`src/rtl/ctrl_pipeline_pkg.sv`:
```
// Shared definitions for the ID/EX/MEM/WB control pipeline.
// Holds the forwarding-select codes, the bubble field values and the default widths.
// No logic; imported by the interface, the forwarding unit and the top.
package ctrl_pipeline_pkg;

    // Default widths; the top and the interface take these as parameter defaults.
    localparam int REG_AW_DEF  = 5;
    localparam int ALUOP_W_DEF = 3;

    // EX operand source selects. The MEM/WB code is 01 and the EX/MEM code is 10,
    // so the two bits directly steer the operand muxes in EX.
    typedef enum logic [1:0] {
        FWD_REGFILE = 2'b00,
        FWD_EXMEM   = 2'b10,
        FWD_MEMWB   = 2'b01
    } fwd_sel_e;

    // Bubble contents: every control/valid bit low and every register index zero.
    localparam logic        CTRL_BUBBLE_BIT = 1'b0;
    localparam int unsigned CTRL_BUBBLE_IDX = 0;

endpackage

```
`src/rtl/ctrl_pipeline_if.sv`:
```
// Handshake/bus bundle between the ID stage, EX redirect source and the control pipeline.
// master: drives the decoder bundle and ex_redirect, observes enables, stage contents, forward selects.
// slave : the pipeline itself (receives the bundle, drives everything else).
interface ctrl_pipeline_if
    import ctrl_pipeline_pkg::*;
#(
    parameter int REG_AW  = REG_AW_DEF,
    parameter int ALUOP_W = ALUOP_W_DEF
);
    // ID-stage decoder bundle
    logic               id_valid;
    logic               id_branch;
    logic               id_MemRead;
    logic               id_MemtoReg;
    logic               id_MemWrite;
    logic               id_ALUSrc1;
    logic               id_ALUSrc2;
    logic               id_RegWrite;
    logic               id_jump;
    logic [ALUOP_W-1:0] id_ALUOp;
    logic [REG_AW-1:0]  id_rs1;
    logic [REG_AW-1:0]  id_rs2;
    logic [REG_AW-1:0]  id_rd;
    logic               ex_redirect;

    // Front-end enables
    logic               pc_write;
    logic               ifid_write;
    logic               ifid_flush;

    // ID/EX contents
    logic               ex_valid;
    logic               ex_branch;
    logic               ex_jump;
    logic               ex_ALUSrc1;
    logic               ex_ALUSrc2;
    logic               ex_MemRead;
    logic [ALUOP_W-1:0] ex_ALUOp;
    logic [REG_AW-1:0]  ex_rs1;
    logic [REG_AW-1:0]  ex_rs2;

    // EX/MEM and MEM/WB contents
    logic               mem_valid;
    logic               mem_MemRead;
    logic               mem_MemWrite;
    logic [REG_AW-1:0]  mem_rd;
    logic               wb_valid;
    logic               wb_RegWrite;
    logic               wb_MemtoReg;
    logic [REG_AW-1:0]  wb_rd;

    // EX operand forwarding selects
    logic [1:0]         fwd_a;
    logic [1:0]         fwd_b;

    modport master (
        output id_valid, id_branch, id_MemRead, id_MemtoReg, id_MemWrite,
               id_ALUSrc1, id_ALUSrc2, id_RegWrite, id_jump, id_ALUOp,
               id_rs1, id_rs2, id_rd, ex_redirect,
        input  pc_write, ifid_write, ifid_flush,
               ex_valid, ex_branch, ex_jump, ex_ALUSrc1, ex_ALUSrc2, ex_MemRead,
               ex_ALUOp, ex_rs1, ex_rs2,
               mem_valid, mem_MemRead, mem_MemWrite, mem_rd,
               wb_valid, wb_RegWrite, wb_MemtoReg, wb_rd,
               fwd_a, fwd_b
    );

    modport slave (
        input  id_valid, id_branch, id_MemRead, id_MemtoReg, id_MemWrite,
               id_ALUSrc1, id_ALUSrc2, id_RegWrite, id_jump, id_ALUOp,
               id_rs1, id_rs2, id_rd, ex_redirect,
        output pc_write, ifid_write, ifid_flush,
               ex_valid, ex_branch, ex_jump, ex_ALUSrc1, ex_ALUSrc2, ex_MemRead,
               ex_ALUOp, ex_rs1, ex_rs2,
               mem_valid, mem_MemRead, mem_MemWrite, mem_rd,
               wb_valid, wb_RegWrite, wb_MemtoReg, wb_rd,
               fwd_a, fwd_b
    );

endinterface

```
`src/rtl/ctrl_pipeline_forwarding_unit.sv`:
```
// Forwarding select for one EX source operand; EX/MEM beats MEM/WB, x0 is never forwarded.
// Latency: purely combinational.
// Backpressure: none.
// Ports: ex_src (EX source index), mem_reg_write/mem_rd, wb_reg_write/wb_rd (later-stage writers),
//        sel (FWD_REGFILE / FWD_EXMEM / FWD_MEMWB).
module ctrl_pipeline_forwarding_unit
    import ctrl_pipeline_pkg::*;
#(
    parameter int REG_AW = REG_AW_DEF
) (
    input  logic [REG_AW-1:0] ex_src,
    input  logic              mem_reg_write,
    input  logic [REG_AW-1:0] mem_rd,
    input  logic              wb_reg_write,
    input  logic [REG_AW-1:0] wb_rd,
    output fwd_sel_e          sel
);

    logic mem_hit;
    logic wb_hit;

    assign mem_hit = mem_reg_write && (mem_rd != '0) && (mem_rd == ex_src);
    assign wb_hit  = wb_reg_write  && (wb_rd  != '0) && (wb_rd  == ex_src);

    always_comb begin
        sel = FWD_REGFILE;
        // The younger result (EX/MEM) is the architecturally correct one when both match.
        if (mem_hit) begin
            sel = FWD_EXMEM;
        end else if (wb_hit) begin
            sel = FWD_MEMWB;
        end
    end

endmodule

```
`src/rtl/ctrl_pipeline.sv`:
```
// Carries the decoder control bundle through ID/EX, EX/MEM, MEM/WB; load-use stall, redirect flush, forwarding.
// Latency: ID bundle on ex_* after 1 clk, mem_* after 2, wb_* after 3; hazard/forward outputs combinational.
// Backpressure: only the 1-cycle load-use stall (pc_write/ifid_write low); EX/MEM and MEM/WB always advance.
// Ports: clk, rst (async, active-high), bus (ctrl_pipeline_if.slave: ID bundle + ex_redirect in,
//        pc_write/ifid_write/ifid_flush, ex_*/mem_*/wb_* stage contents and fwd_a/fwd_b out).
module ctrl_pipeline
    import ctrl_pipeline_pkg::*;
#(
    parameter int REG_AW  = REG_AW_DEF,
    parameter int ALUOP_W = ALUOP_W_DEF
) (
    input  logic           clk,
    input  logic           rst,
    ctrl_pipeline_if.slave bus
);

    typedef struct packed {
        logic               valid;
        logic               branch;
        logic               jump;
        logic               mem_read;
        logic               mem_to_reg;
        logic               mem_write;
        logic               alu_src1;
        logic               alu_src2;
        logic               reg_write;
        logic [ALUOP_W-1:0] alu_op;
        logic [REG_AW-1:0]  rs1;
        logic [REG_AW-1:0]  rs2;
        logic [REG_AW-1:0]  rd;
    } idex_t;

    typedef struct packed {
        logic              valid;
        logic              mem_read;
        logic              mem_write;
        logic              mem_to_reg;
        logic              reg_write;
        logic [REG_AW-1:0] rd;
    } exmem_t;

    typedef struct packed {
        logic              valid;
        logic              mem_to_reg;
        logic              reg_write;
        logic [REG_AW-1:0] rd;
    } memwb_t;

    localparam idex_t IDEX_BUBBLE = '{
        valid:      CTRL_BUBBLE_BIT,
        branch:     CTRL_BUBBLE_BIT,
        jump:       CTRL_BUBBLE_BIT,
        mem_read:   CTRL_BUBBLE_BIT,
        mem_to_reg: CTRL_BUBBLE_BIT,
        mem_write:  CTRL_BUBBLE_BIT,
        alu_src1:   CTRL_BUBBLE_BIT,
        alu_src2:   CTRL_BUBBLE_BIT,
        reg_write:  CTRL_BUBBLE_BIT,
        alu_op:     ALUOP_W'(CTRL_BUBBLE_IDX),
        rs1:        REG_AW'(CTRL_BUBBLE_IDX),
        rs2:        REG_AW'(CTRL_BUBBLE_IDX),
        rd:         REG_AW'(CTRL_BUBBLE_IDX)
    };

    localparam exmem_t EXMEM_BUBBLE = '{
        valid:      CTRL_BUBBLE_BIT,
        mem_read:   CTRL_BUBBLE_BIT,
        mem_write:  CTRL_BUBBLE_BIT,
        mem_to_reg: CTRL_BUBBLE_BIT,
        reg_write:  CTRL_BUBBLE_BIT,
        rd:         REG_AW'(CTRL_BUBBLE_IDX)
    };

    localparam memwb_t MEMWB_BUBBLE = '{
        valid:      CTRL_BUBBLE_BIT,
        mem_to_reg: CTRL_BUBBLE_BIT,
        reg_write:  CTRL_BUBBLE_BIT,
        rd:         REG_AW'(CTRL_BUBBLE_IDX)
    };

    idex_t  idex_q,  idex_d;
    exmem_t exmem_q, exmem_d;
    memwb_t memwb_q, memwb_d;

    logic     redirect;
    logic     load_use;
    logic     rd_matches_src;
    fwd_sel_e fwd_a_sel;
    fwd_sel_e fwd_b_sel;

    // ------------------------------------------------------------------
    // Hazard detection
    // ------------------------------------------------------------------
    // Redirect is masked during reset so the front end sees a clean
    // "run, no flush" while the pipeline is being cleared.
    assign redirect = bus.ex_redirect & ~rst;

    // rs2 is compared even for formats that do not read it; an occasional
    // spurious stall is cheaper than decoding the format here.
    assign rd_matches_src = (idex_q.rd == bus.id_rs1) || (idex_q.rd == bus.id_rs2);
    assign load_use = idex_q.valid && idex_q.mem_read && bus.id_valid &&
                      (idex_q.rd != '0) && rd_matches_src;

    // Redirect overrides the stall: the stalled instruction is on the wrong
    // path anyway, so the front end must move to the target.
    assign bus.pc_write   = redirect | ~load_use;
    assign bus.ifid_write = redirect | ~load_use;
    assign bus.ifid_flush = redirect;

    // ------------------------------------------------------------------
    // Next-state for the stage registers
    // ------------------------------------------------------------------
    always_comb begin
        idex_d = IDEX_BUBBLE;
        // An invalid ID slot is also loaded as a bubble so that no stray
        // control bit can ride along with valid=0.
        if (!redirect && !load_use && bus.id_valid) begin
            idex_d.valid      = 1'b1;
            idex_d.branch     = bus.id_branch;
            idex_d.jump       = bus.id_jump;
            idex_d.mem_read   = bus.id_MemRead;
            idex_d.mem_to_reg = bus.id_MemtoReg;
            idex_d.mem_write  = bus.id_MemWrite;
            idex_d.alu_src1   = bus.id_ALUSrc1;
            idex_d.alu_src2   = bus.id_ALUSrc2;
            idex_d.reg_write  = bus.id_RegWrite;
            idex_d.alu_op     = bus.id_ALUOp;
            idex_d.rs1        = bus.id_rs1;
            idex_d.rs2        = bus.id_rs2;
            idex_d.rd         = bus.id_rd;
        end
    end

    // The EX instruction always advances, including the redirecting one.
    always_comb begin
        exmem_d            = EXMEM_BUBBLE;
        exmem_d.valid      = idex_q.valid;
        exmem_d.mem_read   = idex_q.mem_read;
        exmem_d.mem_write  = idex_q.mem_write;
        exmem_d.mem_to_reg = idex_q.mem_to_reg;
        exmem_d.reg_write  = idex_q.reg_write;
        exmem_d.rd         = idex_q.rd;
    end

    always_comb begin
        memwb_d            = MEMWB_BUBBLE;
        memwb_d.valid      = exmem_q.valid;
        memwb_d.mem_to_reg = exmem_q.mem_to_reg;
        memwb_d.reg_write  = exmem_q.reg_write;
        memwb_d.rd         = exmem_q.rd;
    end

    always_ff @(posedge clk or posedge rst) begin
        if (rst) begin
            idex_q  <= IDEX_BUBBLE;
            exmem_q <= EXMEM_BUBBLE;
            memwb_q <= MEMWB_BUBBLE;
        end else begin
            idex_q  <= idex_d;
            exmem_q <= exmem_d;
            memwb_q <= memwb_d;
        end
    end

    // ------------------------------------------------------------------
    // Forwarding
    // ------------------------------------------------------------------
    ctrl_pipeline_forwarding_unit #(
        .REG_AW (REG_AW)
    ) u_fwd_rs1 (
        .ex_src        (idex_q.rs1),
        .mem_reg_write (exmem_q.reg_write),
        .mem_rd        (exmem_q.rd),
        .wb_reg_write  (memwb_q.reg_write),
        .wb_rd         (memwb_q.rd),
        .sel           (fwd_a_sel)
    );

    ctrl_pipeline_forwarding_unit #(
        .REG_AW (REG_AW)
    ) u_fwd_rs2 (
        .ex_src        (idex_q.rs2),
        .mem_reg_write (exmem_q.reg_write),
        .mem_rd        (exmem_q.rd),
        .wb_reg_write  (memwb_q.reg_write),
        .wb_rd         (memwb_q.rd),
        .sel           (fwd_b_sel)
    );

    assign bus.fwd_a = fwd_a_sel;
    assign bus.fwd_b = fwd_b_sel;

    // ------------------------------------------------------------------
    // Stage contents visible to the datapath
    // ------------------------------------------------------------------
    assign bus.ex_valid     = idex_q.valid;
    assign bus.ex_branch    = idex_q.branch;
    assign bus.ex_jump      = idex_q.jump;
    assign bus.ex_ALUSrc1   = idex_q.alu_src1;
    assign bus.ex_ALUSrc2   = idex_q.alu_src2;
    assign bus.ex_MemRead   = idex_q.mem_read;
    assign bus.ex_ALUOp     = idex_q.alu_op;
    assign bus.ex_rs1       = idex_q.rs1;
    assign bus.ex_rs2       = idex_q.rs2;

    assign bus.mem_valid    = exmem_q.valid;
    assign bus.mem_MemRead  = exmem_q.mem_read;
    assign bus.mem_MemWrite = exmem_q.mem_write;
    assign bus.mem_rd       = exmem_q.rd;

    assign bus.wb_valid     = memwb_q.valid;
    assign bus.wb_RegWrite  = memwb_q.reg_write;
    assign bus.wb_MemtoReg  = memwb_q.mem_to_reg;
    assign bus.wb_rd        = memwb_q.rd;

endmodule
```
`src/flat_wrapper.sv`:
```
// flat-port wrapper written by rule: the top's interface ports become plain ports
module ctrl_pipeline_flat import ctrl_pipeline_pkg::*;
#(
    parameter int REG_AW  = REG_AW_DEF,
    parameter int ALUOP_W = ALUOP_W_DEF
)
  (clk, rst, bus_id_valid, bus_id_branch, bus_id_MemRead, bus_id_MemtoReg, bus_id_MemWrite, bus_id_ALUSrc1, bus_id_ALUSrc2, bus_id_RegWrite, bus_id_jump, bus_id_ALUOp, bus_id_rs1, bus_id_rs2, bus_id_rd, bus_ex_redirect, bus_pc_write, bus_ifid_write, bus_ifid_flush, bus_ex_valid, bus_ex_branch, bus_ex_jump, bus_ex_ALUSrc1, bus_ex_ALUSrc2, bus_ex_MemRead, bus_ex_ALUOp, bus_ex_rs1, bus_ex_rs2, bus_mem_valid, bus_mem_MemRead, bus_mem_MemWrite, bus_mem_rd, bus_wb_valid, bus_wb_RegWrite, bus_wb_MemtoReg, bus_wb_rd, bus_fwd_a, bus_fwd_b);
  ctrl_pipeline_if #(.REG_AW(REG_AW), .ALUOP_W(ALUOP_W)) bus_i ();
  input  logic clk;
  input  logic rst;
  input wire logic [$bits(bus_i.id_valid)-1:0] bus_id_valid;
  input wire logic [$bits(bus_i.id_branch)-1:0] bus_id_branch;
  input wire logic [$bits(bus_i.id_MemRead)-1:0] bus_id_MemRead;
  input wire logic [$bits(bus_i.id_MemtoReg)-1:0] bus_id_MemtoReg;
  input wire logic [$bits(bus_i.id_MemWrite)-1:0] bus_id_MemWrite;
  input wire logic [$bits(bus_i.id_ALUSrc1)-1:0] bus_id_ALUSrc1;
  input wire logic [$bits(bus_i.id_ALUSrc2)-1:0] bus_id_ALUSrc2;
  input wire logic [$bits(bus_i.id_RegWrite)-1:0] bus_id_RegWrite;
  input wire logic [$bits(bus_i.id_jump)-1:0] bus_id_jump;
  input wire logic [$bits(bus_i.id_ALUOp)-1:0] bus_id_ALUOp;
  input wire logic [$bits(bus_i.id_rs1)-1:0] bus_id_rs1;
  input wire logic [$bits(bus_i.id_rs2)-1:0] bus_id_rs2;
  input wire logic [$bits(bus_i.id_rd)-1:0] bus_id_rd;
  input wire logic [$bits(bus_i.ex_redirect)-1:0] bus_ex_redirect;
  output wire logic [$bits(bus_i.pc_write)-1:0] bus_pc_write;
  output wire logic [$bits(bus_i.ifid_write)-1:0] bus_ifid_write;
  output wire logic [$bits(bus_i.ifid_flush)-1:0] bus_ifid_flush;
  output wire logic [$bits(bus_i.ex_valid)-1:0] bus_ex_valid;
  output wire logic [$bits(bus_i.ex_branch)-1:0] bus_ex_branch;
  output wire logic [$bits(bus_i.ex_jump)-1:0] bus_ex_jump;
  output wire logic [$bits(bus_i.ex_ALUSrc1)-1:0] bus_ex_ALUSrc1;
  output wire logic [$bits(bus_i.ex_ALUSrc2)-1:0] bus_ex_ALUSrc2;
  output wire logic [$bits(bus_i.ex_MemRead)-1:0] bus_ex_MemRead;
  output wire logic [$bits(bus_i.ex_ALUOp)-1:0] bus_ex_ALUOp;
  output wire logic [$bits(bus_i.ex_rs1)-1:0] bus_ex_rs1;
  output wire logic [$bits(bus_i.ex_rs2)-1:0] bus_ex_rs2;
  output wire logic [$bits(bus_i.mem_valid)-1:0] bus_mem_valid;
  output wire logic [$bits(bus_i.mem_MemRead)-1:0] bus_mem_MemRead;
  output wire logic [$bits(bus_i.mem_MemWrite)-1:0] bus_mem_MemWrite;
  output wire logic [$bits(bus_i.mem_rd)-1:0] bus_mem_rd;
  output wire logic [$bits(bus_i.wb_valid)-1:0] bus_wb_valid;
  output wire logic [$bits(bus_i.wb_RegWrite)-1:0] bus_wb_RegWrite;
  output wire logic [$bits(bus_i.wb_MemtoReg)-1:0] bus_wb_MemtoReg;
  output wire logic [$bits(bus_i.wb_rd)-1:0] bus_wb_rd;
  output wire logic [$bits(bus_i.fwd_a)-1:0] bus_fwd_a;
  output wire logic [$bits(bus_i.fwd_b)-1:0] bus_fwd_b;
  assign bus_i.id_valid = bus_id_valid;
  assign bus_i.id_branch = bus_id_branch;
  assign bus_i.id_MemRead = bus_id_MemRead;
  assign bus_i.id_MemtoReg = bus_id_MemtoReg;
  assign bus_i.id_MemWrite = bus_id_MemWrite;
  assign bus_i.id_ALUSrc1 = bus_id_ALUSrc1;
  assign bus_i.id_ALUSrc2 = bus_id_ALUSrc2;
  assign bus_i.id_RegWrite = bus_id_RegWrite;
  assign bus_i.id_jump = bus_id_jump;
  assign bus_i.id_ALUOp = bus_id_ALUOp;
  assign bus_i.id_rs1 = bus_id_rs1;
  assign bus_i.id_rs2 = bus_id_rs2;
  assign bus_i.id_rd = bus_id_rd;
  assign bus_i.ex_redirect = bus_ex_redirect;
  assign bus_pc_write = bus_i.pc_write;
  assign bus_ifid_write = bus_i.ifid_write;
  assign bus_ifid_flush = bus_i.ifid_flush;
  assign bus_ex_valid = bus_i.ex_valid;
  assign bus_ex_branch = bus_i.ex_branch;
  assign bus_ex_jump = bus_i.ex_jump;
  assign bus_ex_ALUSrc1 = bus_i.ex_ALUSrc1;
  assign bus_ex_ALUSrc2 = bus_i.ex_ALUSrc2;
  assign bus_ex_MemRead = bus_i.ex_MemRead;
  assign bus_ex_ALUOp = bus_i.ex_ALUOp;
  assign bus_ex_rs1 = bus_i.ex_rs1;
  assign bus_ex_rs2 = bus_i.ex_rs2;
  assign bus_mem_valid = bus_i.mem_valid;
  assign bus_mem_MemRead = bus_i.mem_MemRead;
  assign bus_mem_MemWrite = bus_i.mem_MemWrite;
  assign bus_mem_rd = bus_i.mem_rd;
  assign bus_wb_valid = bus_i.wb_valid;
  assign bus_wb_RegWrite = bus_i.wb_RegWrite;
  assign bus_wb_MemtoReg = bus_i.wb_MemtoReg;
  assign bus_wb_rd = bus_i.wb_rd;
  assign bus_fwd_a = bus_i.fwd_a;
  assign bus_fwd_b = bus_i.fwd_b;
  ctrl_pipeline #(.REG_AW(REG_AW), .ALUOP_W(ALUOP_W)) u_core (.clk(clk), .rst(rst), .bus(bus_i));
endmodule
```
`config.mk`:
```
export PLATFORM = sky130hd
export DESIGN_NAME = ctrl_pipeline_flat
export DESIGN_NICKNAME = d
export VERILOG_FILES = /design/src/rtl/ctrl_pipeline_pkg.sv /design/src/rtl/ctrl_pipeline_if.sv /design/src/rtl/ctrl_pipeline_forwarding_unit.sv /design/src/rtl/ctrl_pipeline.sv /design/src/flat_wrapper.sv
export SDC_FILE = /design/constraint.sdc
export NUM_CORES = 1
export LEC_CHECK = 0
export CORE_ASPECT_RATIO = 1.2
export CORE_MARGIN = 1.5
export CORE_UTILIZATION = 31
export CTS_BUF_LIST = sky130_fd_sc_hd__clkbuf_4
export DETAILED_ROUTE_END_ITERATION = 6
export REMOVE_ABC_BUFFERS = 1
export SLEW_MARGIN = 10
export SYNTH_ARGS = -nofsm -noshare
export SYNTH_HDL_FRONTEND = slang
export SYNTH_SLANG_ARGS = --single-unit
```
`constraint.sdc`:
```
create_clock -name clk -period 2.6 [get_ports clk]
set_input_delay 0.26 -clock clk [delete_from_list [all_inputs] [get_ports clk]]
set_output_delay 0.26 -clock clk [all_outputs]
set_load 0.02 [all_outputs]
```
-- Word level (Yosys, flattened, before mapping)
Index checks and enable logic that the tools add are counted.
- eq/ne operators: 6
- mux-type cells: 5
- bitwise logic cells: 4
- reductions and logical operators: 18
- operator list (kind ; number):
    5-bit == test ; 6
    27-bit 2-to-1 mux ; 1
    5-bit nonzero test ; 3
    1-bit logical AND ; 12
    2-bit 2-to-1 mux ; 2
    1-bit zero test ; 2
    1-bit 2-to-1 mux ; 2
    1-bit inverter ; 2
    1-bit bitwise AND ; 1
    1-bit logical OR ; 1
    1-bit bitwise OR ; 1
- bits in registers: 45
- bits of input ports: 30
- output and inout port bits: 42

-- Longest topological paths before layout
Gate-level depths: netlist (run 1).
- word-level depth: 8
- gate-level depth with buffers: 6
- mapped depth without buffers: 4

-- By module
A second synthesis (run 1) with hierarchy kept.
- cells, all modules: 180
- area, all modules: 1988.2 sq um
- by module, submodules not included (module ; times used ; cells an instance ; area each (sq um) ; sequential area each (sq um)):
    ctrl_pipeline ; 1 ; 138 ; 1670.4 ; 1126.1
    ctrl_pipeline_forwarding_unit ; 2 ; 21 ; 158.9 ; 0.0

-- Worst setup path before layout (run 1)
No wires, ideal clock.
- path kind: input-to-output
- start: input port rst
- end: output port bus_pc_write
- data arrival time: 2.216 ns
- required time: 2.340 ns
- setup slack: 0.124 ns
- stages on the path: 6
- buffers on the path: 3
- path through: inv_1 -> nand2_1 -> clkbuf_1 -> buf_1 -> nand3_1 -> buf_4
- longest elaborated chain between the ends: 3
- ends and longest elaborated chain (element ; line ; RTL):
    from (decl) ; flat_wrapper.sv:10 ; input logic rst;
    1-bit inverter ; ctrl_pipeline.sv:96 ; assign redirect = bus.ex_redirect & ~rst;
    1-bit bitwise AND ; ctrl_pipeline.sv:96 ;
    1-bit bitwise OR ; - ;
    to (decl) ; flat_wrapper.sv:25 ; output wire logic [$bits(bus_i.pc_write)-1:0] bus_pc_write;
No other way between the ends.

-- Final worst setup path (run 1)
- start: register u_core.exmem_q (netlist bit u_core.bus.mem_rd[3])
- end: output port bus_fwd_b[0]
- longest elaborated chain between the ends: 4
- ends and longest elaborated chain (element ; line ; RTL):
    from (decl) ; ctrl_pipeline.sv:82 ; exmem_t exmem_q, exmem_d;
    from (signal assigned) ; ctrl_pipeline.sv:160 ; exmem_q <= exmem_d;
    5-bit nonzero test ; ctrl_pipeline_forwarding_unit.sv:22 ; assign mem_hit = mem_reg_write && (mem_rd != '0) && (mem_rd == ex_src);
    1-bit logical AND ; ctrl_pipeline_forwarding_unit.sv:22 ;
    1-bit logical AND (*) ; ctrl_pipeline_forwarding_unit.sv:22 ;
    2-bit 2-to-1 mux (*) ; ctrl_pipeline_forwarding_unit.sv:28 ; if (mem_hit) begin
    to (decl) ; flat_wrapper.sv:46 ; output wire logic [$bits(bus_i.fwd_b)-1:0] bus_fwd_b;
Every way passes the cells marked *; elsewhere a longest branch is shown, timed or not.

==> results of run 1 <==
-- how the worst min path moves through the flow --
stage	start	to	cells past startpoint	slack, ns
2_1_floorplan	u_core.exmem_d[7]$_DFF_PP0_	u_core.bus.mem_MemWrite$_DFF_PP0_	0	0.33
3_3_place_gp	u_core.exmem_d[7]$_DFF_PP0_	u_core.bus.mem_MemWrite$_DFF_PP0_	0	0.33
3_5_place_dp	u_core.exmem_q[6]$_DFF_PP0_	u_core.bus.wb_MemtoReg$_DFF_PP0_	0	0.34
4_1_cts	u_core.exmem_q[6]$_DFF_PP0_	u_core.bus.wb_MemtoReg$_DFF_PP0_	0	0.37
5_1_grt	u_core.exmem_d[7]$_DFF_PP0_	u_core.bus.mem_MemWrite$_DFF_PP0_	0	0.37
6_report	u_core.exmem_q[6]$_DFF_PP0_	u_core.bus.wb_MemtoReg$_DFF_PP0_	0	0.36
-- cell type report --
cell class / instances / area [um^2]
Sequential cell: 45 / 1130
Clock inverter: 2 / 33.8
Inverter: 2 / 7.51
Multi-Input combinational cell: 107 / 697
Tap cell: 82 / 103
Timing Repair Buffer: 78 / 762
Fill cell: 564 / 3240
Clock buffer: 6 / 45.0
-- registers in the layout, indices dropped and copies added (netlist names) --
register,flops
u_core.bus.ex_ALUSrc2,1
u_core.bus.wb_valid,1
u_core.bus.ex_rs1,5
u_core.bus.mem_MemWrite,1
u_core.bus.ex_MemRead,1
u_core.bus.ex_branch,1
u_core.bus.ex_rs2,5
u_core.bus.ex_ALUOp,3
u_core.bus.ex_jump,1
u_core.bus.wb_RegWrite,1
u_core.bus.mem_MemRead,1
u_core.exmem_d,8
u_core.exmem_q,2
u_core.bus.ex_valid,1
u_core.bus.wb_rd,5
u_core.bus.wb_MemtoReg,1
u_core.bus.ex_ALUSrc1,1
u_core.bus.mem_valid,1
u_core.bus.mem_rd,5
-- logic make-up (layout without fill, tap and decap cells) --
logic type	after synthesis	after routing	synth area share, %
AOI/OAI and AO/OA	31	31	8.69
buffers and inverters	20	88	5.68
xor gates and xnor gates	30	30	13.7
and+or+nand+nor	46	46	13.1
DFF	45	45	58.8
-- per-layer routing --
layer / wire (um) / up-vias / global-route usage, %
li1: - / 715 / -
met1: 1700 / 693 / 16.5
met2: 2320 / 50 / 25.5
met3: 341 / 5 / 4.96
met4: 57 / 0 / 4.46
met5: 0 / - / 0
-- power by group --
part | leakage [nW] | total, W | switching, W | internal, W
Clock | 0.0433 | 0.000426 | 0.000216 | 0.000211
Combinational | 0.584 | 0.000273 | 0.000133 | 0.000141
Sequential | 0.590 | 0.000769 | 0.0000333 | 0.000735
-- synthesized netlist by cell type --
| cell | instances | area [um^2] |
|---|---|---|
| inv_1 | 2 | 7.51 |
| or4_1 | 4 | 30.0 |
| nor2_1 | 1 | 3.75 |
| buf_2 | 3 | 15.0 |
| nor4_2 | 2 | 25.0 |
| nor4_1 | 2 | 12.5 |
| buf_4 | 8 | 60.1 |
| buf_1 | 2 | 7.51 |
| dfrtp_1 | 45 | 1130 |
| o22ai_2 | 1 | 12.5 |
| xor2_1 | 14 | 123 |
| a21oi_1 | 28 | 140 |
| clkbuf_1 | 5 | 18.8 |
| xnor2_1 | 16 | 140 |
| nand3_1 | 32 | 160 |
| nand2_1 | 4 | 15.0 |
| o21ai_1 | 1 | 5.00 |
| nor3_1 | 1 | 5.00 |
| o21ai_2 | 1 | 8.76 |
-- through the flow --
step	hold WS (ns)	instances
3_3_place_gp	0.334	314
6_report	0.361	322
2_1_floorplan	0.331	154
4_1_cts	0.365	322
3_5_place_dp	0.336	314
5_1_grt	0.370	322
-- critical path: cells and delay by family (launching register included) --
family | cells | cell delay [ns]
and+or+nand+nor | 3 | 0.85
DFF | 1 | 0.45
AOI/OAI and AO/OA | 1 | 0.18
buffers and inverters | 1 | 0.36
-- timing repair --
item | CTS | global route
endpoints found under the setup margin | 3 | 2
resized for setup | 3 | 2
hold buffers | 0 | 0
==> impl_metrics.py, run 1 <==
metrics = {
    "outcome": {
        "status": "finished, final reports clean",
    },
    "grt": {
        "grt_pass1_wl_um": 7160,
        "grt_usage_pct": 14.5,
        "grt_max_degree": 46,
        "grt_pass1_vias": 1457,
        "grt_overflow": 0,
        "antenna_found_initial": 0,
    },
    "clock_network": {
        "worstSkewPairLatency_ns": 0.35,
        "clk_path_buf_depth": 2,
        "cts.sinks": 45,
        "cts_tree": "yes",
        "path_clk_slew_ns": 0.12,
        "post_cts_buffers": 0,
        "htree_levels": 2,
        "root_buffer": "clkbuf_4",
        "cts_made_buffers": 5,
    },
    "worst_setup_path": {
        "critPathCapture": "bus_fwd_b[0]",
        "crit_top_cell": "nor4_2",
        "arrival_ns": 2.19,
        "max_stage_delay_ns": 0.53,
        "cp.required_ns": 2.34,
        "path_class": "reg -> out",
        "r2r_start": "u_core.exmem_d[2]$_DFF_PP0_",
        "cp_max_fo": 5,
        "r2r_cells": 5,
        "worstPathCellList": "or4_1 > o21ai_2 > nor4_2 > nor4_2 > dlygate4sd2_1",
        "cp-end-kind": "output port",
        "r2r_end": "u_core.bus.ex_rs2[1]$_DFF_PP0_",
        "cp-start-kind": "flop",
        "cpMaxStageDelayCell": "or4_1",
        "setup.worst_path.start": "u_core.bus.mem_rd[3]$_DFF_PP0_",
        "r2r_slack_ns": 1.05,
    },
    "layout": {
        "fin_nets": 269,
        "post-route-util_pct": 46.1,
        "diodes": 0,
        "layout_common_cells": "clkdlybuf4s50_1 (69), dfrtp_1 (45), nand3_1 (32)",
        "stdcell_area_um2": 2770,
        "layout-area-overhead-vs-synth_pct": 44.8,
        "drive_above_1_share_pct": 9.17,
        "final_common_cell": "clkdlybuf4s50_1",
    },
    "pwr": {
        "fin_total_pwr_w": 0.00147,
        "power.density_nw_per_um2": 529,
        "power.leakage_nw": 1.22,
        "vdd_drop_max_uv": 254,
    },
    "die": {
        "core_area_um2": 6010,
        "die_height_um": 89.1,
        "ioPinCount": 72,
        "initial_core_util_pct": 31.9,
        "dieArea_um2": 6660,
        "die_w_um": 74.8,
        "row_count": 31,
    },
    "timing": {
        "period_share_pct": 94.3,
        "fin_ws_ns": 0.148,
        "worst_pin_slew_ns": 0.551,
        "relSlewSlack_pct": 63.3,
        "rsz0062_at_grt": "false",
        "slew_violations": 0,
        "finalClockSkew_ns": 0.00767,
        "setup_viol": 0,
        "fmax_mhz": 408,
        "fin_setup_tns_ns": 0,
        "period_needed_ns": 2.45,
        "finalHoldViolations": 0,
    },
    "synthesis": {
        "synthCells": 172,
        "syn_avg_cell_area_um2": 11.1,
        "ys_seq_area_share_pct": 58.8,
        "synth_cell_types": 19,
        "yosysWarnings": 0,
        "synth_area_um2": 1920,
        "yosys_register_bits": 45,
    },
    "flow_run": {
        "drv_cap": 0,
    },
    "placed_design": {
        "dpl_cell_area_um2": 2680,
        "pre_cts_slack_ns": 0.265,
        "place_hpwl_um": 3230,
        "place_congestion": 0.799,
        "io_buffers": 71,
    },
    "drt": {
        "drt_iter0_drc": 40,
        "ant_nets": 0,
        "avgRoutedWirePerCell_um": 13.7,
        "drt_wl_total_um": 4420,
        "viasPerCell": 4.54,
        "first_pass_iters": 4,
        "drc": 0,
        "dr_total_vias": 1463,
    },
    "worst_hold_path": {
        "hold_path.class": "reg -> reg",
    },
}
Power figures use the tool's default switching activity.
==> run 2, diff against run 1 <==
--- a/config.mk
+++ b/config.mk
@@ -5,13 +5,16 @@
 export SDC_FILE = /design/constraint.sdc
 export NUM_CORES = 1
 export LEC_CHECK = 0
+export CAP_MARGIN = 20
 export CORE_ASPECT_RATIO = 1.2
 export CORE_MARGIN = 1.5
 export CORE_UTILIZATION = 31
 export CTS_BUF_LIST = sky130_fd_sc_hd__clkbuf_4
 export DETAILED_ROUTE_END_ITERATION = 6
+export DONT_BUFFER_PORTS = 1
 export REMOVE_ABC_BUFFERS = 1
 export SLEW_MARGIN = 10
 export SYNTH_ARGS = -nofsm -noshare
 export SYNTH_HDL_FRONTEND = slang
+export SYNTH_HIERARCHICAL = 1
 export SYNTH_SLANG_ARGS = --single-unit
==> impl_metrics.py, run 2 <==
metrics = {
    "timing": {
        "worst_pin_slew_ns": 0.783,
        "rsz0062_at_grt": "false",
        "finalClockSkew_ns": 0.0218,
        "relSlewSlack_pct": 47.6,
        "period_share_pct": 87.1,
        "fmax_mhz": 442,
        "setup_viol": 0,
        "slew_violations": 0,
        "whs_ns": 0.0250,
        "finalHoldViolations": 0,
        "fin_ws_ns": 0.336,
        "period_needed_ns": 2.26,
    },
    "synthesis": {
        "async_reset_ff_share_pct": 100,
        "synthAdderAreaFrac_pct": 0,
        "yosys-top-cells-count": "dfrtp_1 (45), nand3_1 (33), a21oi_1 (29), xnor2_1 (20), buf_4 (9)",
        "ys_seq_area_share_pct": 56.6,
        "synth_compound_area_share_pct": 11.6,
        "synth_xor_area_share_pct": 11.5,
        "synth.top_cells.by_area": "dfrtp_1 (57%), xnor2_1 (8.8%), nand3_1 (8.3%)",
        "synth.area.mux_share_pct": 0,
        "synthCells": 180,
        "synth.top_cell.area_share_pct": 56.6,
        "synth_top_family_by_area": "simple AND/OR/NAND/NOR gates",
        "synth_cell_types": 20,
        "synth_area_um2": 1990,
        "synth_ff_type": "dfrtp_1",
        "synth_most_common_cell": "dfrtp_1",
        "yosys_register_bits": 45,
        "synthSimpleGateAreaFrac_pct": 13.8,
        "synth-edff-count": 0,
        "yosysTopAreaCell": "dfrtp_1",
        "yosysWarnings": 6,
        "syn_avg_cell_area_um2": 11.0,
    },
    "worst_setup_path": {
        "cp_max_fo": 6,
        "r2r_cells": 5,
        "worstPathCellList": "o41ai_2 > a211oi_2 > nor3_2",
        "r2r_slack_ns": 0.93,
        "r2r_start": "u_core/exmem_d[4]$_DFF_PP0_",
        "cp.required_ns": 2.34,
        "cp-end-kind": "output port",
        "arrival_ns": 2.00,
        "r2r_end": "u_core/bus.ex_MemRead$_DFF_PP0_",
        "cpMaxStageDelayCell": "dfrtp_1",
        "max_stage_delay_ns": 0.58,
        "worst_path_dominant_cell_family": "compound AO/OA/AOI/OAI gates",
        "path_class": "reg -> out",
        "cp-start-kind": "flop",
        "path_buf_inv": 0,
    },
    "drt": {
        "drt_iter0_drc": 77,
        "viasPerCell": 4.82,
        "dr_total_vias": 1360,
        "first_pass_iters": 4,
        "drt_wl_total_um": 4850,
        "drc": 0,
        "avgRoutedWirePerCell_um": 17.2,
        "ant_nets": 0,
    },
    "clock_network": {
        "worstSkewPairLatency_ns": 0.37,
        "clk_path_buf_depth": 2,
        "path_clk_slew_ns": 0.14,
        "root_buffer": "clkbuf_4",
        "cts.sinks": 45,
        "cts_made_buffers": 5,
        "cts_resized": 0,
        "htree_levels": 2,
        "cts_tree": "yes",
    },
    "pwr": {
        "vdd_drop_max_uv": 306,
        "power.density_nw_per_um2": 608,
        "comb_power_share_pct": 11.9,
        "switching_share_pct": 28.3,
        "clkPwrFrac_pct": 30.8,
        "intPower_w": 0.00102,
        "power.leakage_nw": 1.01,
        "p_sw_w": 0.000403,
        "p_seq_share_pct": 57.3,
    },
    "layout": {
        "num-fill-cells": 636,
        "layout_common_cells": "dfrtp_1 (45), nand3_1 (33), a21oi_1 (29)",
        "stdcell_area_um2": 2340,
        "fin_nets": 229,
        "layout-area-overhead-vs-synth_pct": 17.7,
        "seqCellArea_um2": 1130,
        "diodes": 0,
        "multi_input_area_um2": 733,
        "largest_reg_flops": 8,
        "drive_above_1_share_pct": 11.5,
        "final_common_cell": "dfrtp_1",
    },
    "grt": {
        "grt_pass1_wl_um": 7580,
        "grt_pass1_vias": 1491,
        "grt_overflow": 0,
        "antenna_found_initial": 0,
        "grt_usage_pct": 14.5,
        "grt_max_degree": 45,
    },
    "worst_hold_path": {
        "holdPathEnd": "u_core/bus.ex_rs1[1]$_DFF_PP0_",
        "hold_path.class": "in -> reg",
        "hold_depth": 2,
        "worstHoldStart": "bus_id_valid",
    },
    "die": {
        "core_area_um2": 6130,
        "dieArea_um2": 6900,
        "initial_core_util_pct": 32.4,
        "ioPinCount": 72,
        "row_count": 31,
        "die_height_um": 90.7,
        "die_w_um": 76.1,
    },
    "flow_run": {
        "drv_cap": 0,
    },
    "outcome": {
        "status": "finished, final reports clean",
    },
    "placed_design": {
        "pre_cts_slack_ns": 0.742,
        "dpl_cell_area_um2": 2010,
        "io_buffers": 0,
        "place_congestion": 0.838,
        "place_hpwl_um": 3260,
    },
}
## run 2: cell types whose count changed after synthesis, sizes merged, moves of 4 or more
cell	change
xor2	-8
nor3	+6
or4	-4
xnor2	+4
nand2	+4
## run 2: cell type report
| class | instances | area share [%] |
|---|---|---|
| sequential | 45 | 48.1 |
| multi-input combinational | 115 | 31.3 |
| timing repair buffer | 30 | 12.3 |
| tap | 82 | 4.38 |
| clock inverter | 3 | 1.98 |
| clock buffer | 5 | 1.60 |
| inverter | 2 | 0.321 |
## run 2: how the worst max path moves through the flow
stage | startpoint | endpoint | slack (ns) | cells after the start
final | u_core/bus.mem_rd[0]$_DFF_PP0_ | bus_fwd_a[0] | 0.34 | 3
after global routing | u_core/bus.mem_rd[0]$_DFF_PP0_ | bus_fwd_a[0] | 0.21 | 3
after CTS | u_core/bus.mem_rd[0]$_DFF_PP0_ | bus_fwd_a[0] | 0.31 | 3
after detailed placement | u_core/bus.mem_rd[0]$_DFF_PP0_ | bus_fwd_a[0] | 0.74 | 3
after global placement | u_core/bus.mem_rd[0]$_DFF_PP0_ | bus_fwd_b[0] | 0.81 | 3
after floorplan | rst | bus_ifid_write | -0.03 | 3
## run 2: cells by family (layout without fill, tap and decap cells)
kind of cell,after synthesis,after routing
buf+inv,20,40
compound gates,35,35
xor+xnor,26,26
simple gates,54,54
flops,45,45
## run 2: layer usage
| metal | track usage [%] | vias up | part of all wire [%] | routed length (um) |
|---|---|---|---|---|
| li1 | - | 648 | - | - |
| met1 | 16.2 | 646 | 40 | 1930 |
| met2 | 24.6 | 60 | 52 | 2510 |
| met3 | 5.86 | 6 | 7.0 | 339 |
| met4 | 5.71 | 0 | 1.6 | 76 |
| met5 | 0 | - | 0 | 0 |
## run 2: timing repair
| action | 4_1_cts | 5_1_grt |
|---|---|---|
| hold buffers | 18 | 7 |
| endpoints found under the hold margin | 24 | 7 |
| setup buffers | 0 | 0 |
## run 2: through the flow
stage / std cells / power (W) / utilization [%] / TNS, ns
finish: 282 / 0.00142 / 38.2 / 0
floorplan: 162 / 0.000924 / - / -0.0627
CTS: 275 / 0.00143 / 37.1 / 0
global placement: 249 / 0.000959 / 32.7 / 0
global route: 282 / 0.00150 / 38.2 / 0
detailed placement: 249 / 0.000963 / 32.7 / 0
## run 2: worst register-to-register path, stage by stage (launching register included)
cell and delay [ns]:
dfrtp_1 0.45, xnor2_1 0.19, nand3_1 0.14, o22ai_4 0.39
buf_4 0.29, a21oi_1 0.09
## run 2: power by group through the flow
stage	clock [W]	combinational, W	sequential (W)
2_1_floorplan	0	0.000108	0.000816
3_3_place_gp	0	0.000131	0.000828
3_5_place_dp	0	0.000134	0.000829
4_1_cts	0.000457	0.000161	0.000816
5_1_grt	0.000494	0.000189	0.000821
6_report	0.000439	0.000169	0.000815
